### src/rtl/shift_seq.sv
// ----------------------------------------------------------------------------
// shift_seq
//   Handshaked sequencer for an external combinational 8-bit barrel shifter.
//   It accepts one request and registers its operands onto sh_*. One cycle
//   later it captures the returned sh_dout into out_data and holds the result
//   on a valid/ready output. While the result is being taken it can accept
//   the next request, which gives one result every two cycles.
//
//   Optional feature (macro SHIFT_SEQ_LFSR_EN): an internal 8-bit Fibonacci
//   LFSR, seed 8'h01, that can replace in_din as the operand when in_src = 1.
//   Without the macro the LFSR does not exist and in_src is ignored.
//
// Ports
//   clk, rst_n         clock (rising edge), asynchronous active-low reset
//   in_valid/in_ready  request handshake
//   in_din, in_shamt   operand, shift amount
//   in_direct, in_type 0 = left / 1 = right, 0 = arithmetic / 1 = logical
//   in_src             0 = in_din, 1 = LFSR (only with SHIFT_SEQ_LFSR_EN)
//   sh_din .. sh_type  registered operands to the barrel shifter
//   sh_dout            result returned by the barrel shifter
//   out_valid/out_ready/out_data  result handshake and captured result
//   done_cnt           count of completed output transfers, wraps at 8 bits
// ----------------------------------------------------------------------------
module shift_seq (
    input  logic       clk,
    input  logic       rst_n,
    input  logic       in_valid,
    output logic       in_ready,
    input  logic [7:0] in_din,
    input  logic [2:0] in_shamt,
    input  logic       in_direct,
    input  logic       in_type,
    input  logic       in_src,
    output logic [7:0] sh_din,
    output logic [2:0] sh_shamt,
    output logic       sh_direct,
    output logic       sh_type,
    input  logic [7:0] sh_dout,
    output logic       out_valid,
    input  logic       out_ready,
    output logic [7:0] out_data,
    output logic [7:0] done_cnt
);

    typedef enum logic [1:0] {
        IDLE  = 2'd0,
        ISSUE = 2'd1,
        HOLD  = 2'd2
    } state_t;

    state_t     r_state;
    state_t     w_state_nxt;
    logic       w_in_ready;
    logic       w_accept;
    logic       w_out_xfer;
    logic [7:0] w_operand;

    logic [7:0] r_sh_din;
    logic [2:0] r_sh_shamt;
    logic       r_sh_direct;
    logic       r_sh_type;
    logic       r_out_valid;
    logic [7:0] r_out_data;
    logic [7:0] r_done_cnt;

    // ------------------------------------------------------------------------
    // Operand source
    // ------------------------------------------------------------------------
`ifdef SHIFT_SEQ_LFSR_EN
    logic [7:0] r_lfsr;

    assign w_operand = in_src ? r_lfsr : in_din;

    // Advances only when its value is consumed by an accepted request.
    always_ff @(posedge clk or negedge rst_n) begin
        if (!rst_n) begin
            r_lfsr <= 8'h01;
        end else if (w_accept && in_src) begin
            r_lfsr <= {r_lfsr[6:0], r_lfsr[7] ^ r_lfsr[5] ^ r_lfsr[4] ^ r_lfsr[3]};
        end
    end
`else
    logic w_unused_src;

    assign w_unused_src = in_src;
    assign w_operand    = in_din;
`endif

    // ------------------------------------------------------------------------
    // FSM
    // ------------------------------------------------------------------------
    always_ff @(posedge clk or negedge rst_n) begin
        if (!rst_n) begin
            r_state <= IDLE;
        end else begin
            r_state <= w_state_nxt;
        end
    end

    always_comb begin
        w_state_nxt = r_state;
        w_in_ready  = 1'b0;
        case (r_state)
            IDLE: begin
                w_in_ready = 1'b1;
                if (in_valid) w_state_nxt = ISSUE;
            end
            ISSUE: begin
                w_state_nxt = HOLD;
            end
            HOLD: begin
                // Taking the result frees the slot, so a new request can be
                // accepted on the same edge.
                w_in_ready = out_ready;
                if (out_ready) w_state_nxt = in_valid ? ISSUE : IDLE;
            end
            default: begin
                w_state_nxt = IDLE;
            end
        endcase
    end

    assign w_accept   = in_valid && w_in_ready;
    assign w_out_xfer = r_out_valid && out_ready;

    // ------------------------------------------------------------------------
    // Datapath registers
    // ------------------------------------------------------------------------
    always_ff @(posedge clk or negedge rst_n) begin
        if (!rst_n) begin
            r_sh_din    <= '0;
            r_sh_shamt  <= '0;
            r_sh_direct <= 1'b0;
            r_sh_type   <= 1'b0;
            r_out_valid <= 1'b0;
            r_out_data  <= '0;
            r_done_cnt  <= '0;
        end else begin
            if (w_accept) begin
                r_sh_din    <= w_operand;
                r_sh_shamt  <= in_shamt;
                r_sh_direct <= in_direct;
                r_sh_type   <= in_type;
            end
            if (r_state == ISSUE) begin
                r_out_data <= sh_dout;
            end
            // out_valid is a registered copy of "state is HOLD".
            r_out_valid <= (w_state_nxt == HOLD);
            if (w_out_xfer) begin
                r_done_cnt <= r_done_cnt + 8'd1;
            end
        end
    end

    assign in_ready  = w_in_ready;
    assign sh_din    = r_sh_din;
    assign sh_shamt  = r_sh_shamt;
    assign sh_direct = r_sh_direct;
    assign sh_type   = r_sh_type;
    assign out_valid = r_out_valid;
    assign out_data  = r_out_data;
    assign done_cnt  = r_done_cnt;

endmodule

### config.mk
export PLATFORM = sky130hd
export DESIGN_NAME = shift_seq
export DESIGN_NICKNAME = d
export VERILOG_FILES = /design/src/rtl/shift_seq.sv
export SDC_FILE = /design/constraint.sdc
export NUM_CORES = 1
export LEC_CHECK = 0
export BUFFER_PORTS_ARGS = -buffer_cell sky130_fd_sc_hd__buf_2
export CAP_MARGIN = 10
export CORE_UTILIZATION = 49
export DETAILED_ROUTE_END_ITERATION = 10
export GPL_ROUTABILITY_DRIVEN = 0
export GPL_TIMING_DRIVEN = 1
export MAX_ROUTING_LAYER = met4
export PLACE_DENSITY = 0.83
export SLEW_MARGIN = 15
export SYNTH_ARGS = -nofsm -noshare
export SYNTH_HDL_FRONTEND = slang
export SYNTH_SLANG_ARGS = --single-unit
### constraint.sdc
create_clock -name clk -period 4 [get_ports clk]
set_clock_uncertainty 0.1 [all_clocks]
set_input_delay 0.4 -clock clk [delete_from_list [all_inputs] [get_ports clk]]
set_output_delay 0.4 -clock clk [all_outputs]
set_load 0.03 [all_outputs]
## Yosys cells after proc, flatten, opt, wreduce, memory -nomap -nowiden

Cells that the tools add are included.

| operators by class | value |
|---|---|
| add/sub/neg operators | 1 |
| multipliers | 0 |
| div/mod/pow operators | 0 |
| $lt $le $gt $ge | 0 |
| equality and inequality tests | 3 |
| shift-type cells | 0 |
| mux-type cells | 5 |
| bitwise logic cells | 0 |
| reductions and logical operators | 3 |

Operator list:

| cell | count |
|---|---|
| $add A8 B1 Y8 const B | 1 |
| $pmux W2 S3 | 1 |
| $eq A2 B2 Y1 const B | 2 |
| $mux W2 | 2 |
| $eq A2 B1 Y1 const B | 1 |
| $logic_and A1 B1 Y1 | 2 |
| $logic_not A2 Y1 | 1 |
| $pmux W1 S2 | 1 |
| $mux W1 | 1 |

| word-level totals | value |
|---|---|
| register bits after elaboration | 32 |
| bits in latches | 0 |
| bits in writable memories | 0 |
| memory bits (read-only) | 0 |
| input bits | 26 |
| output and inout bits | 31 |
| logic and storage cells | 20 |
| memories kept | 0 |

## Depth between registers and ports, before layout

Gate-level depths: netlist (run 1).

| depth | value |
|---|---|
| depth in word-level cells | 4 |
| gate-level depth with buffers | 4 |
| depth with buffers taken out | 4 |

## Least setup slack after synthesis (run 1)

No wires, ideal clock.

| timing path | value |
|---|---|
| kind | register to register |
| start | register r_state[1] |
| end | register r_sh_din[0], in the netlist sh_din[0] |
| library setup time | 0.125 ns |
| arrival time | 1.302 ns |
| slack | 2.473 ns |
| stages on the path, launching flop included | 5 |
| period minus slack after synthesis | 1.527 ns |
| cells stage by stage | dfrtp_1 > nor2b_2 > nor3b_4 > buf_6 > mux2_2 |

| on the way | value |
|---|---|
| cells in the longest elaborated chain, start to end | 3 |
| elaborated cells between the ends (all ways) | 4 |
| those cells by class | eq/ne (1); mux (1); reduce/logical (2) |

RTL lines:

| element | RTL line | source |
|---|---|---|
| start: declaration | 51 | `state_t r_state;` |
| start signal: assignment | 96 | `r_state <= w_state_nxt;` |
| $eq A2 B2 Y1 / $logic_not A2 Y1 (equally long branches) | 103 | `case (r_state)` |
| $pmux W1 S2 (*) | 103 |  |
| $logic_and A1 B1 Y1 (*) | 123 | `assign w_accept = in_valid && w_in_ready;` |
| end signal: assignment | 140 | `r_sh_din <= w_operand;` |
| end: declaration | 58 | `logic [7:0] r_sh_din;` |

Mark *: on every way between the ends. The rest lies on a longest branch, timed or not.
A chain may end at the register's enable or synchronous reset.

## Final worst setup path (run 1)

| timing path | value |
|---|---|
| start | register r_state[1] |
| end | register r_sh_din[4], in the netlist sh_din[4] |

Same word-level chain as after synthesis.

==> flow_summary.json, run 1 <==
{
  "outcome": "completed",
  "via_per_inst": 4.965,
  "total_power_uw": 1175,
  "grt_setup_unrepaired": "false",
  "criticalPathCategory": "flop to flop",
  "regToRegEndpoint": "sh_din[4]",
  "post_dp_cell_area_sq_um": 1546,
  "critical_path_peak_fanout": 14,
  "post-route-drc-count": 0,
  "most-common-layout-cells": "sky130_fd_sc_hd__buf_2 (55), sky130_fd_sc_hd__dfrtp_1 (32), sky130_fd_sc_hd__mux2_2 (22), sky130_fd_sc_hd__xnor2_1 (6), sky130_fd_sc_hd__clkbuf_4 (5)",
  "post_synth.cell_area_avg_sq_um": 15.40,
  "drt_first_iter_violations": 8,
  "antenna_violating_nets_post_route": 0,
  "first_pass_grt_wire_length_microns": 3663,
  "fp.dieH_microns": 52.46,
  "cts.sinks": 32,
  "worstMarginPinSlew_ps": 692.0,
  "synth.yosys.warnings": 0,
  "clock.fmax_ghz": 0.5583,
  "cap_viol_max_count": 0,
  "p_leak_uw": 0.0008102,
  "synth.cell_area_sq_um": 1247,
  "core_area_sq_um": 2297,
  "grt.overflow.total": 0,
  "drt-wirelength-per-cell_microns": 12.96,
  "worstReg2RegStart": "r_state[1]",
  "h-tree-depth": 2,
  "dp_hpwl_microns": 1674,
  "layout.nets": 169,
  "critical_path_destination": "sh_din[4]",
  "cts_resized": 0,
  "layout_min_cycle_time_ps": 1791,
  "overall_global_routing_usage": 0.1929,
  "routed_vias": 849,
  "yosysUniqueCellTypes": 17,
  "slew_headroom": 0.5387,
  "placementRows": 17,
  "timing.critical_path.from": "r_state[1]",
  "r2r_slack_ps": 2210,
  "post-cts-setup-buffers": 0,
  "setup_tns_ps": 0,
  "antenna_found_initial": 0,
  "min_period_over_period": 0.4478,
  "mostFrequentLayoutCell": "sky130_fd_sc_hd__buf_2",
  "antennaDiodeCount": 0,
  "report.final.slew_viol_count": 0,
  "clock-root-buffer": "sky130_fd_sc_hd__clkbuf_4",
  "report.final.hold_viol_count": 0,
  "worst_setup_hold_path_clk_slew_ps": 90,
  "area.growth.synth_to_final_pct": 30.09,
  "wl_microns": 2217,
  "layout-drive-gt1-share": 0.6084,
  "postSynthRegisterBits": 32,
  "cts-root-to-sink-buffers": 2,
  "critPathArrivalTime_ps": 1900,
  "holdBufCountCts": 0,
  "design_area_sq_um": 1623,
  "postSynthNetCount": 108,
  "finalSetupViolCount": 0,
  "irDropWorstVdd_v": 0.0004540,
  "syn_inst_count": 81,
  "worst-endpoint-required_ps": 4110,
  "grt_start_max_net_pins": 33,
  "first_global_vias": 887,
  "dr.pass1.iters": 3,
  "floorplan.die.width_microns": 52.46,
  "hold_path_class": "primary input to asynchronous set/reset pin",
  "cts_inserted_buffers": 5,
  "critPathLaunchType": "flop",
  "worstSetupEndpointType": "flop",
  "design.portCount": 57,
  "tritoncts": "built",
  "synth_seq_area_share": 0.6419,
  "worst_skew_pair.late_latency_ps": 320,
  "power.density_cell_area_nw_per_um2": 724.3,
  "start_util": 0.5430,
  "die-area_sq_um": 2752,
  "place.port_buffers": 55,
  "reg2regPathDepth": 3
}
routing by layer:
layer,global-route usage,vias up,share of wire
met3,0.07246,4,0.079
met5,-,-,0
li1,-,402,-
met1,0.2099,404,0.41
met4,0.05263,0,0.011
met2,0.3291,39,0.50
where the power goes:
group	leakage, uW	total, uW	switching, uW	internal [uW]
combinational	0.000386	452	290	162
sequential	0.000382	488	66.9	421
clock	0.0000422	236	105	131
worst max-delay path, cell delays in order (launching register included):
cell	delay (ps)
sky130_fd_sc_hd__dfrtp_1	400
sky130_fd_sc_hd__nor2b_2	190
sky130_fd_sc_hd__nor3b_4	570
sky130_fd_sc_hd__mux2_2	410
area by class of cell:
type	instances	area [sq um]
Clock buffer	6	41.29
Sequential cell	32	800.8
Inverter	2	7.507
Timing Repair Buffer	55	275.3
Clock inverter	2	35.03
Fill cell	170	674.4
Multi-Input combinational cell	46	427.9
Tap cell	28	35.03
registers in the layout, indices dropped and copies added (netlist names):
signal,count
sh_direct,1
sh_type,1
sh_din,8
sh_shamt,3
done_cnt,8
out_data,8
out_valid,1
r_state,2
metrics by stage:
step | hold WS [ps] | std cells | util | worst slack, ps
2_1_floorplan | 4.409 | 81 | - | 2473
3_3_place_gp | 355.2 | 163 | 0.6732 | 2214
3_5_place_dp | 365.2 | 163 | 0.6732 | 2184
4_1_cts | 17.11 | 171 | 0.7064 | 2208
5_1_grt | 45.66 | 171 | 0.7064 | 2100
6_report | 11.33 | 171 | 0.7064 | 2209
kinds of logic (layout without fill, tap and decap cells):
kind of cell               after synthesis  in the layout  share of synthesized area
DFF                                     32             32                     0.6419
muxes                                   22             22                     0.1986
and+or+nand+nor                         14             14                    0.07322
xor gates and xnor gates                 7              7                    0.04915
buffers and inverters                    3             65                    0.01505
AOI/OAI and AO/OA                        2              2                    0.01203
adders and majority gates                1              1                    0.01003
synthesized netlist by cell type:
library cell | count | area [sq um]
sky130_fd_sc_hd__mux2_2 | 22 | 247.7
sky130_fd_sc_hd__ha_1 | 1 | 12.51
sky130_fd_sc_hd__nand2_1 | 3 | 11.26
sky130_fd_sc_hd__a21o_1 | 2 | 15.01
sky130_fd_sc_hd__nor2_1 | 3 | 11.26
sky130_fd_sc_hd__xor2_1 | 1 | 8.760
sky130_fd_sc_hd__or3b_1 | 1 | 8.760
sky130_fd_sc_hd__dfrtp_1 | 32 | 800.8
sky130_fd_sc_hd__nor3b_4 | 1 | 18.77
sky130_fd_sc_hd__inv_1 | 2 | 7.510
sky130_fd_sc_hd__nand3_1 | 1 | 5.000
sky130_fd_sc_hd__nand4_1 | 2 | 12.51
sky130_fd_sc_hd__nor2b_2 | 1 | 8.760
sky130_fd_sc_hd__nor2_2 | 1 | 6.260
sky130_fd_sc_hd__buf_6 | 1 | 11.26
sky130_fd_sc_hd__and4_1 | 1 | 8.760
sky130_fd_sc_hd__xnor2_1 | 6 | 52.55
worst min-delay path by stage:
stage / to
6_report: out_data[3]
5_1_grt: out_data[2]
4_1_cts: out_data[4]
3_5_place_dp: done_cnt[7]
3_3_place_gp: out_data[7]
2_1_floorplan: done_cnt[0]
Power figures use the tool's default switching activity.
==> run 2, diff against run 1 <==
--- a/config.mk
+++ b/config.mk
@@ -7,12 +7,12 @@
 export LEC_CHECK = 0
 export BUFFER_PORTS_ARGS = -buffer_cell sky130_fd_sc_hd__buf_2
 export CAP_MARGIN = 10
-export CORE_UTILIZATION = 49
+export CORE_UTILIZATION = 41
 export DETAILED_ROUTE_END_ITERATION = 10
 export GPL_ROUTABILITY_DRIVEN = 0
 export GPL_TIMING_DRIVEN = 1
 export MAX_ROUTING_LAYER = met4
-export PLACE_DENSITY = 0.83
+export PLACE_DENSITY = 0.74
 export SLEW_MARGIN = 15
 export SYNTH_ARGS = -nofsm -noshare
 export SYNTH_HDL_FRONTEND = slang
==> constraint.sdc (replaced) <==
create_clock -name clk -period 1.45 [get_ports clk]
set_clock_uncertainty 0.1 [all_clocks]
set_input_delay 0.145 -clock clk [delete_from_list [all_inputs] [get_ports clk]]
set_output_delay 0.145 -clock clk [all_outputs]
set_load 0.03 [all_outputs]
==> flow_summary.json, run 2 (same netlist as run 1, synthesis figures left out) <==
{
  "holdPathEnd": "done_cnt[0]",
  "place_ws_ps": -1.372,
  "hold_path.startpoint": "out_ready",
  "worstSetupEndpointType": "flop",
  "min_period_over_period": 1.006,
  "antenna_violating_nets_post_route": 0,
  "core_area_sq_um": 2829,
  "clock.fmax_ghz": 0.6854,
  "irDropWorstVdd_v": 0.001029,
  "power.density_cell_area_nw_per_um2": 1670,
  "place.port_buffers": 55,
  "worstReg2RegStart": "r_state[1]",
  "worst_skew_pair.late_latency_ps": 320,
  "cts-root-to-sink-buffers": 2,
  "layout-drive-gt1-share": 0.5569,
  "cts.sinks": 32,
  "via_per_inst": 4.818,
  "clock-root-buffer": "sky130_fd_sc_hd__clkbuf_4",
  "drt-wirelength-per-cell_microns": 13.13,
  "crit_chain": "nor2b_4, nor3b_4, buf_12, mux2_2",
  "regToRegEndpoint": "sh_din[5]",
  "criticalPathCategory": "flop to flop",
  "area.growth.synth_to_final_pct": 51.76,
  "die-area_sq_um": 3267,
  "fill_cells": 219,
  "h-tree-depth": 2,
  "start_util": 0.4410,
  "critPathArrivalTime_ps": 1560,
  "setup_slack_ps": -9.108,
  "worstMarginPinSlew_ps": 681.1,
  "violations": "design-rule violations, negative setup slack",
  "layout_min_cycle_time_ps": 1459,
  "timing.critical_path.from": "r_state[1]",
  "report.final.slew_viol_count": 0,
  "layout.core_utilization": 0.6692,
  "cap_viol_max_count": 0,
  "tritoncts": "built",
  "critPathSlowestCell": "sky130_fd_sc_hd__dfrtp_1",
  "design.portCount": 57,
  "first_global_vias": 1051,
  "fp.dieH_microns": 57.16,
  "r2r_slack_ps": -9,
  "antennaDiodeCount": 0,
  "cpPeakStageDelay_ps": 380,
  "critPathLaunchType": "flop",
  "floorplan.die.width_microns": 57.16,
  "reg2regPathDepth": 4,
  "dp_hpwl_microns": 1663,
  "finalSetupViolCount": 13,
  "critical_path_peak_fanout": 14,
  "drt_first_iter_violations": 16,
  "p_leak_uw": 0.0009156,
  "cts_inserted_buffers": 5,
  "worstHoldPathCells": 3,
  "grt.overflow.total": 0,
  "grt_start_max_net_pins": 33,
  "placementRows": 19,
  "wl_microns": 2599,
  "antenna_found_initial": 0,
  "outcome": "finished, violations left",
  "layout.nets": 195,
  "mostFrequentLayoutCell": "sky130_fd_sc_hd__buf_2",
  "worst-endpoint-required_ps": 1550,
  "post-route-drc-count": 5,
  "worst_setup_hold_path_clk_slew_ps": 90,
  "most-common-layout-cells": "sky130_fd_sc_hd__buf_2 (54), sky130_fd_sc_hd__dfrtp_1 (29), sky130_fd_sc_hd__mux2_2 (22), sky130_fd_sc_hd__dlygate4sd3_1 (22), sky130_fd_sc_hd__xnor2_1 (6)",
  "routed_vias": 954,
  "first_pass_grt_wire_length_microns": 4581,
  "report.final.hold_viol_count": 0,
  "dr.pass1.iters": 6,
  "overall_global_routing_usage": 0.1980,
  "hold_path_class": "primary input to flop",
  "grt_setup_unrepaired": "true",
  "slew_headroom": 0.5460
}
-- run 2: changes by cell type in the layout (fill, tap and decap cells not counted), sizes merged --
cell and delta:
clkinv -1, buf +4, bufinv -1, dlygate4sd3 +22
-- run 2: per-layer routing --
metal | track usage | wire (microns) | part of all wire
met5 | - | 0 | 0
met2 | 0.3513 | 1423 | 0.55
met1 | 0.2054 | 991 | 0.38
met3 | 0.04762 | 134 | 0.052
met4 | 0.09408 | 49 | 0.019
-- run 2: final cells by class --
type / count / area [sq um] / share of cell area
clock buffers: 6 / 41.29 / 0.02181
flip-flops and latches: 32 / 804.5 / 0.4250
inverters: 2 / 7.507 / 0.003966
repair buffers: 81 / 560.5 / 0.2961
well taps: 31 / 38.79 / 0.02049
multi-input cells: 46 / 440.4 / 0.2326
-- run 2: power breakdown --
group | switching [uW] | internal, uW | total, uW | leakage [uW]
clock network | 260 | 172 | 432 | 0.0000242
logic | 831 | 542 | 1370 | 0.000513
registers | 188 | 1170 | 1360 | 0.000378
total | 1280 | 1880 | 3160 | 0.000916
-- run 2: worst max-delay path by stage --
stage	end	slack [ps]	cells past startpoint
2_1_floorplan	sh_din[0]	-60	4
3_3_place_gp	sh_type	20	4
3_5_place_dp	sh_din[5]	-1	4
4_1_cts	sh_direct	-20	4
5_1_grt	sh_din[4]	-80	4
6_report	sh_din[5]	-9	4
-- run 2: repair_timing --
| action | in CTS | in global routing |
|---|---|---|
| setup endpoints to repair | 14 | 22 |
| hold buffers | 22 | 0 |
| gates resized for setup | 4 | 1 |
| pin swaps | 1 | 0 |
| setup buffers | 0 | 0 |
| hold endpoints to repair | 53 | 0 |
-- run 2: critical path, delay by kind of cell, from the launching register on --
family / cells / cell delay, ps
buf+inv: 1 / 170
flops: 1 / 380
mux: 1 / 330
simple gates: 2 / 360
-- run 2: per-stage QoR --
step / setup TNS (ps) / instance area, sq um / hold slack [ps] / cells / total power [uW]
after floorplan: -500.7 / 1256 / -250.6 / 81 / 2245
after global placement: 0 / 1614 / 113.7 / 170 / 2647
after detailed placement: -2.737 / 1614 / 126.8 / 170 / 2693
after CTS: -211.6 / 1888 / 54.33 / 198 / 3196
after global routing: -965.9 / 1893 / 76.75 / 198 / 3364
final: -56.72 / 1893 / 62.45 / 198 / 3161
